`src/rtl/serial_bus_pkg.sv`:
```
// Shared constants for the serial slave port: FSM state encodings, status/rw codes, line levels.
// Latency: n/a (package only).
// Backpressure: n/a (package only).
package serial_bus_pkg;

  // FSM state encodings (SPLIT_WAIT is only reachable when split support is built in)
  localparam logic [3:0] ST_IDLE       = 4'd0;
  localparam logic [3:0] ST_RX_RW      = 4'd1;
  localparam logic [3:0] ST_RX_ADDR    = 4'd2;
  localparam logic [3:0] ST_RX_DATA    = 4'd3;
  localparam logic [3:0] ST_EXEC       = 4'd4;
  localparam logic [3:0] ST_SPLIT_WAIT = 4'd5;
  localparam logic [3:0] ST_TX_START   = 4'd6;
  localparam logic [3:0] ST_TX_STATUS  = 4'd7;
  localparam logic [3:0] ST_TX_DATA    = 4'd8;

  localparam logic STATUS_OK    = 1'b0;
  localparam logic STATUS_SPLIT = 1'b1;
  localparam logic RW_READ      = 1'b0;
  localparam logic RW_WRITE     = 1'b1;
  localparam logic START_BIT    = 1'b0;
  localparam logic IDLE_BIT     = 1'b1;

  // Larger of two widths, used to size the shared rx bit counter
  function automatic int max_int(input int a, input int b);
    return (a > b) ? a : b;
  endfunction

endpackage

```
`src/rtl/bit_serializer.sv`:
```
// Loadable LSB-first shift register with a count of bits shifted out since the last load.
// Latency: load takes effect next clk; lsb always shows the next bit to send.
// Backpressure: none; shifts only when the owner asserts shift.
module bit_serializer #(
  parameter int W     = 8,
  parameter int CNT_W = $clog2(W + 1)
) (
  input  logic             clk,
  input  logic             rstn,
  input  logic             load,
  input  logic [W-1:0]     load_dat,
  input  logic             shift,
  output logic             lsb,
  output logic [CNT_W-1:0] count
);

  logic [W-1:0] shreg;

  // Load restarts the count; each shift drops the LSB and counts it
  always_ff @(posedge clk or negedge rstn) begin
    if (!rstn) begin
      shreg <= '0;
      count <= '0;
    end else if (load) begin
      shreg <= load_dat;
      count <= '0;
    end else if (shift) begin
      shreg <= shreg >> 1;
      count <= count + CNT_W'(1);
    end
  end

  assign lsb = shreg[0];

endmodule

```
`src/rtl/serial_slave_port.sv`:
```
// Serial slave: deserialises request frames on rx, executes against local memory, replies on tx.
// Latency: response start bit appears 2 clks after the last request bit; one bit per clk after that.
// Backpressure: ready=1 only in IDLE; optional busy input (macro SLV_SPLIT_EN) forces SPLIT replies.
module serial_slave_port
  import serial_bus_pkg::*;
#(
  parameter int DATA_W    = 8,
  parameter int MEM_DEPTH = 16
) (
  input  logic clk,
  input  logic rstn,
  input  logic rx,
  output logic tx,
  output logic ready
`ifdef SLV_SPLIT_EN
  ,
  input  logic busy
`endif
);

  localparam int ADDR_W   = $clog2(MEM_DEPTH);
  localparam int RX_CNT_W = $clog2(max_int(ADDR_W, DATA_W) + 1);
  localparam int TX_CNT_W = $clog2(DATA_W + 1);

  logic [3:0]          state, state_nxt;
  logic                rw_q;
  logic [ADDR_W-1:0]   addr_q;
  logic [DATA_W-1:0]   data_q;
  logic [RX_CNT_W-1:0] rx_cnt;
  logic                status_q;
  logic                exec_split;
  logic                exec_ok;
  logic                ser_load;
  logic                ser_shift;
  logic                ser_lsb;
  logic [TX_CNT_W-1:0] tx_cnt;
  logic                tx_d;
  logic [DATA_W-1:0]   mem [MEM_DEPTH];

`ifdef SLV_SPLIT_EN
  assign exec_split = (state == ST_EXEC) && busy;
`else
  assign exec_split = 1'b0;
`endif
  assign exec_ok = (state == ST_EXEC) && !exec_split;

  // Next-state decode; rx is only looked at in IDLE and the RX_* states
  always_comb begin
    state_nxt = state;
    case (state)
      ST_IDLE:      if (rx == START_BIT) state_nxt = ST_RX_RW;
      ST_RX_RW:     state_nxt = ST_RX_ADDR;
      ST_RX_ADDR:   if (rx_cnt == RX_CNT_W'(ADDR_W - 1))
                      state_nxt = (rw_q == RW_WRITE) ? ST_RX_DATA : ST_EXEC;
      ST_RX_DATA:   if (rx_cnt == RX_CNT_W'(DATA_W - 1)) state_nxt = ST_EXEC;
      ST_EXEC:      state_nxt = ST_TX_START;
      ST_TX_START:  state_nxt = ST_TX_STATUS;
      ST_TX_STATUS: begin
        if (rw_q == RW_READ) state_nxt = ST_TX_DATA;
        else                 state_nxt = ST_IDLE;
`ifdef SLV_SPLIT_EN
        // A split reply carries no data; park until busy drops
        if (status_q == STATUS_SPLIT) state_nxt = ST_SPLIT_WAIT;
`endif
      end
      ST_TX_DATA:   if (tx_cnt == TX_CNT_W'(DATA_W)) state_nxt = ST_IDLE;
`ifdef SLV_SPLIT_EN
      ST_SPLIT_WAIT: if (!busy) state_nxt = ST_EXEC;
`endif
      default:      state_nxt = ST_IDLE;
    endcase
  end

  // State register
  always_ff @(posedge clk or negedge rstn) begin
    if (!rstn) state <= ST_IDLE;
    else       state <= state_nxt;
  end

  // Request deserialiser: rw, then addr and data LSB first; fields hold through EXEC/SPLIT_WAIT
  always_ff @(posedge clk or negedge rstn) begin
    if (!rstn) begin
      rw_q   <= RW_READ;
      addr_q <= '0;
      data_q <= '0;
      rx_cnt <= '0;
    end else begin
      if (state == ST_RX_RW)   rw_q   <= rx;
      if (state == ST_RX_ADDR) addr_q <= {rx, addr_q[ADDR_W-1:1]};
      if (state == ST_RX_DATA) data_q <= {rx, data_q[DATA_W-1:1]};
      if ((state == ST_RX_ADDR || state == ST_RX_DATA) && state_nxt == state)
        rx_cnt <= rx_cnt + RX_CNT_W'(1);
      else
        rx_cnt <= '0;
    end
  end

  // Status of the reply being built, decided in EXEC
  always_ff @(posedge clk or negedge rstn) begin
    if (!rstn)                 status_q <= STATUS_OK;
    else if (state == ST_EXEC) status_q <= exec_split ? STATUS_SPLIT : STATUS_OK;
  end

  // Register memory; writes land in EXEC so a following read sees them
  always_ff @(posedge clk or negedge rstn) begin
    if (!rstn) begin
      for (int i = 0; i < MEM_DEPTH; i++) mem[i] <= '0;
    end else if (exec_ok && rw_q == RW_WRITE) begin
      mem[addr_q] <= data_q;
    end
  end

  assign ser_load  = exec_ok && (rw_q == RW_READ);
  assign ser_shift = (state_nxt == ST_TX_DATA);

  bit_serializer #(
    .W     (DATA_W),
    .CNT_W (TX_CNT_W)
  ) u_tx_ser (
    .clk      (clk),
    .rstn     (rstn),
    .load     (ser_load),
    .load_dat (mem[addr_q]),
    .shift    (ser_shift),
    .lsb      (ser_lsb),
    .count    (tx_cnt)
  );

  // tx level for the state being entered, so the line is a clean flop output
  always_comb begin
    tx_d = IDLE_BIT;
    case (state_nxt)
      ST_TX_START:  tx_d = START_BIT;
      ST_TX_STATUS: tx_d = status_q;
      ST_TX_DATA:   tx_d = ser_lsb;
      default:      tx_d = IDLE_BIT;
    endcase
  end

  // Registered outputs
  always_ff @(posedge clk or negedge rstn) begin
    if (!rstn) begin
      tx    <= IDLE_BIT;
      ready <= 1'b1;
    end else begin
      tx    <= tx_d;
      ready <= (state_nxt == ST_IDLE);
    end
  end

endmodule

```
`config.mk`:
```
export PLATFORM = sky130hd
export DESIGN_NAME = serial_slave_port
export DESIGN_NICKNAME = d
export VERILOG_FILES = /design/src/rtl/serial_bus_pkg.sv /design/src/rtl/bit_serializer.sv /design/src/rtl/serial_slave_port.sv
export SDC_FILE = /design/constraint.sdc
export NUM_CORES = 1
export LEC_CHECK = 0
export BUFFER_PORTS_ARGS = -buffer_cell sky130_fd_sc_hd__buf_4
export CORE_MARGIN = 2
export CORE_UTILIZATION = 40
export CTS_BUF_LIST = sky130_fd_sc_hd__clkbuf_16
export CTS_CLUSTER_SIZE = 16
export DETAILED_ROUTE_END_ITERATION = 8
export PLACE_DENSITY = 0.62
export SLEW_MARGIN = 10
export SYNTH_ARGS = -nofsm -noshare
export SYNTH_HDL_FRONTEND = slang
export SYNTH_HIERARCHICAL = 1
export SYNTH_SLANG_ARGS = --single-unit
```
`constraint.sdc`:
```
create_clock -name clk -period 2.2 [get_ports clk]
set_input_delay 0.44 -clock clk [delete_from_list [all_inputs] [get_ports clk]]
set_output_delay 0.44 -clock clk [all_outputs]
set_load 0.05 [all_outputs]
```
==> reports/qor.csv <==
stage;metric;value;unit
synthesis;Mapped Area;0.00760;sq mm
layout;Final Util;0.460;
grt;initial antenna violation count;0;
floorplanning;Horiz. Die Dim;142;um
timing;RSZ-0062 raised after global routing;no;
critical_path;Crit path required time;2.50;ns
synthesis;synth unique cells;53;
critical_path;worst r2r src;state[3];
pwr;NetSw;3.06;mW
pwr;Peak supply drop;0.000801;V
synthesis;asr flop ratio synth;1.00;
synthesis;largest family of logic cells by synthesized area;multiplexers;
cts;H-tree levels;4;
synthesis;compound-gate portion of the synthesized area;0.0349;
synthesis;Ys Warns;6;
run_status;outcome;finished clean;
synthesis;post-synthesis mux area share;0.316;
critical_path;Reg2Reg Setup Slack;0.18;ns
cts;CTS tree;built;
layout;nets;515;
cts;post-CTS sizing;0;
timing;Final Cycle Share;0.919;
synthesis;Synth Flop Type;dfrtp_1;
layout;Syn-to-layout area delta;13.3;%
cts;CTS sink count;163;
synthesis;EDFF count, synth;0;
place;GPL Wtd Cong;0.838;
pwr;Power Internal;6.39;mW
detailed_routing;routed via count;4244;
floorplanning;CORE AREA;0.0187;sq mm
synthesis;Yosys top cell area share;0.530;
critical_path;CP Class;reg -> reg;
min_path;Worst Hold Class;in -> reg;
timing;Slew @ Worst Pin;0.678;ns
place;# port buffers;4;
floorplanning;Initial Util;0.406;
timing;final hold violations;0;
timing;Final WS setup;0.179;ns
place;dpl ws;0.189;ns
detailed_routing;post-route ant nets;0;
synthesis;Synth Area in XOR/XNOR;0.00461;
detailed_routing;wire per inst;20.6;um
pwr;Power Dens Cells;1100;mW/mm^2
floorplanning;Die Height;142;um
cts;Num CTS Buffers;17;
layout;Filler cells;1630;
pwr;Clk pwr share;0.341;
cts;Clk Tree Root Cell;clkbuf_16;
timing;final setup fails;0;
layout;ant diodes;0;
layout;fin area;0.00861;sq mm
floorplanning;Ports;5;
cts;CTS Hold Bufs;1;
synthesis;mean post-synth cell area;15.2;sq um
cts;Clock Path Buffers;2;
layout;layout cells sized above 1;0.481;
detailed_routing;routed wire length;15600;um
pwr;Comb power frac;0.236;
critical_path;reg-to-reg endpoint;u_tx_ser/shreg[5];
grt;largest net degree at the start of global routing;56;
synthesis;Synth area leaders;dfrtp_1 53%, mux2_2 21%, mux4_2 9.5%;
timing;Worst Skew;0.0100;ns
pwr;Net Sw Frac;0.324;
synthesis;Synth area leader;dfrtp_1;
place;Area after DPL;0.00797;sq mm
timing;Post-Route Setup TNS;0;ns
critical_path;worst-path maximum fanout;12;
detailed_routing;Initial DRT Pass Iterations;4;
place;post-DP HPWL;10100;um
cts;# Post-CTS Setup Buffers;0;
grt;Tot GR Track Use;0.170;
min_path;worst hold start;rx;
grt;vias in the first global route;4509;
synthesis;adder-cell share of the synthesized area;0.00329;
synthesis;sequential share of the synthesized area;0.537;
detailed_routing;Avg Vias per Cell;5.61;
grt;grt total ovfl;0;
grt;first-pass GRT wire length;25600;um
critical_path;crit path launch type;flip-flop;
floorplanning;Die ar.;0.0201;sq mm
detailed_routing;# DRC;0;
pwr;Seq pwr share;0.423;
synthesis;Simple-Gate Fraction of Synth Area;0.0760;
critical_path;Arr. time, crit path;2.33;ns
min_path;Hold Path End;rw_q;
synthesis;Yosys reg bits;163;
timing;normalized max-slew margin;0.548;
timing;Highest Clock Rate;0.495;GHz
synthesis;Synthesized Nets;505;
synthesis;Synth Instances;500;
critical_path;FF-to-FF path depth;6;
min_path;worst hold stages;2;
timing;fin crit period;2.02;ns
critical_path;CP Capture Type;flip-flop;
pwr;Pleak;4.16;nW
cts;clock insertion delay at the later pin of the skew report;0.42;ns
detailed_routing;DR iter-0 viols;174;
job;max_cap viols;0;
cts;clock slew at the register clock pins of the worst setup and hold paths;0.06;ns
timing;Slew Limit Fails;0;
floorplanning;Rows;50;
==> kinds of logic after synthesis <==
| kind of cell | after synthesis |
|---|---|
| multiplexers | 182 |
| flip-flops | 163 |
| buffers and inverters | 37 |
| adder cells (fa/ha/maj) | 2 |
| AO/OA/AOI/OAI | 38 |
| XOR/XNOR | 4 |
| AND/OR/NAND/NOR | 74 |
==> worst max path at each step <==
| stage | start | depth (start not counted) | slack [ns] | to |
|---|---|---|---|---|
| global placement | state[3] | 6 | 0.27 | u_tx_ser/shreg[0] |
| detailed placement | state[2] | 5 | 0.19 | mem[45] |
| CTS | state[2] | 5 | 0.17 | mem[45] |
| floorplan | state[2] | 5 | 0.19 | u_tx_ser/count[3] |
| global route | state[3] | 6 | 0.02 | u_tx_ser/shreg[1] |
| finish | state[3] | 6 | 0.18 | u_tx_ser/shreg[5] |
==> power by group through the flow <==
stage               Clock, mW  Sequential, mW  Combinational, mW
floorplan                   0            3.62               1.89
global placement            0            4.02               2.19
detailed placement          0            4.06               2.24
CTS                      3.30            4.01               2.25
global route             3.43            4.10               2.42
finish                   3.23            3.99               2.23
==> placed cells by master, fill, tap and decap left out, drive strengths merged, types with 2 or more instances in the layout <==
| master | synthesis | layout |
|---|---|---|
| dfrtp | 161 | 161 |
| mux2 | 142 | 142 |
| mux4 | 32 | 32 |
| buf | 19 | 24 |
| nand2 | 22 | 22 |
| clkbuf | 15 | 17 |
| a22oi | 16 | 16 |
| nor2 | 11 | 11 |
| o21ai | 10 | 10 |
| inv | 3 | 9 |
| mux2i | 8 | 8 |
| nand3 | 7 | 7 |
| nand3b | 6 | 6 |
| bufinv | 0 | 5 |
| nor4b | 4 | 4 |
| nor3 | 4 | 4 |
| nor2b | 3 | 3 |
| nand2b | 3 | 3 |
| a21oi | 3 | 3 |
| nand4b | 3 | 3 |
| clkinv | 0 | 3 |
| nand4 | 2 | 2 |
| and3b | 2 | 2 |
| xor2 | 2 | 2 |
| xnor2 | 2 | 2 |
| ha | 2 | 2 |
| dfstp | 2 | 2 |
| o32ai | 2 | 2 |
| nor4 | 2 | 2 |
==> flip-flops by register name, summed over array words and instances, names as in the netlist <==
signal,count
u_tx_ser/count,4
addr_q,4
ready,1
tx,1
data_q,8
rx_cnt,4
mem,128
rw_q,1
u_tx_ser/shreg,8
state,4
==> area by class of cell <==
class | count | area [sq um] | area share
inverters | 3 | 11.3 | 0.00131
well taps | 234 | 293 | 0.0340
flip-flops and latches | 163 | 4080 | 0.474
repair buffers | 25 | 269 | 0.0312
clock inverters | 14 | 209 | 0.0243
multi-input cells | 300 | 3320 | 0.386
clock buffers | 17 | 425 | 0.0494
==> stage by stage <==
stage / hold WS, ns / power [mW] / cells
final: 0.299 / 9.45 / 756
after global routing: 0.288 / 9.94 / 756
after CTS: 0.278 / 9.56 / 756
after detailed placement: 0.446 / 6.31 / 724
after global placement: 0.437 / 6.21 / 724
after floorplan: 0.144 / 5.51 / 500
==> worst max-delay path: stages (launching register included) <==
cell     delay (ns)
dfrtp_1        0.48
inv_1          0.11
or4_1          0.57
o32ai_2        0.14
buf_4          0.27
mux2i_1        0.24
o21ai_1        0.08
==> synth_stat cells, types with 2 or more instances <==
cell,n
dfrtp_1,161
mux2_2,140
mux4_2,32
nand2_1,18
a22oi_1,16
clkbuf_1,14
nor2_1,11
buf_2,10
mux2i_1,8
nand3_4,6
buf_6,5
o21ai_0,5
o21ai_1,5
nand2_2,4
nand3b_4,4
a21oi_1,3
inv_1,3
nand2b_1,3
nor2b_1,3
nor3_1,3
nor4b_1,3
and3b_1,2
buf_4,2
dfstp_2,2
ha_1,2
nand3b_1,2
nand4_1,2
nand4b_4,2
nor4_1,2
o32ai_1,2
xnor2_1,2
xor2_1,2
==> metal layers <==
metal | global-route usage | vias up | wire length, um
li1 | - | 1891 | -
met2 | 0.287 | 63 | 7880
met1 | 0.223 | 2280 | 6970
met3 | 0.0408 | 10 | 599
met5 | 0 | - | 0
met4 | 0.0405 | 0 | 105
(Power assumes the default switching activity.)
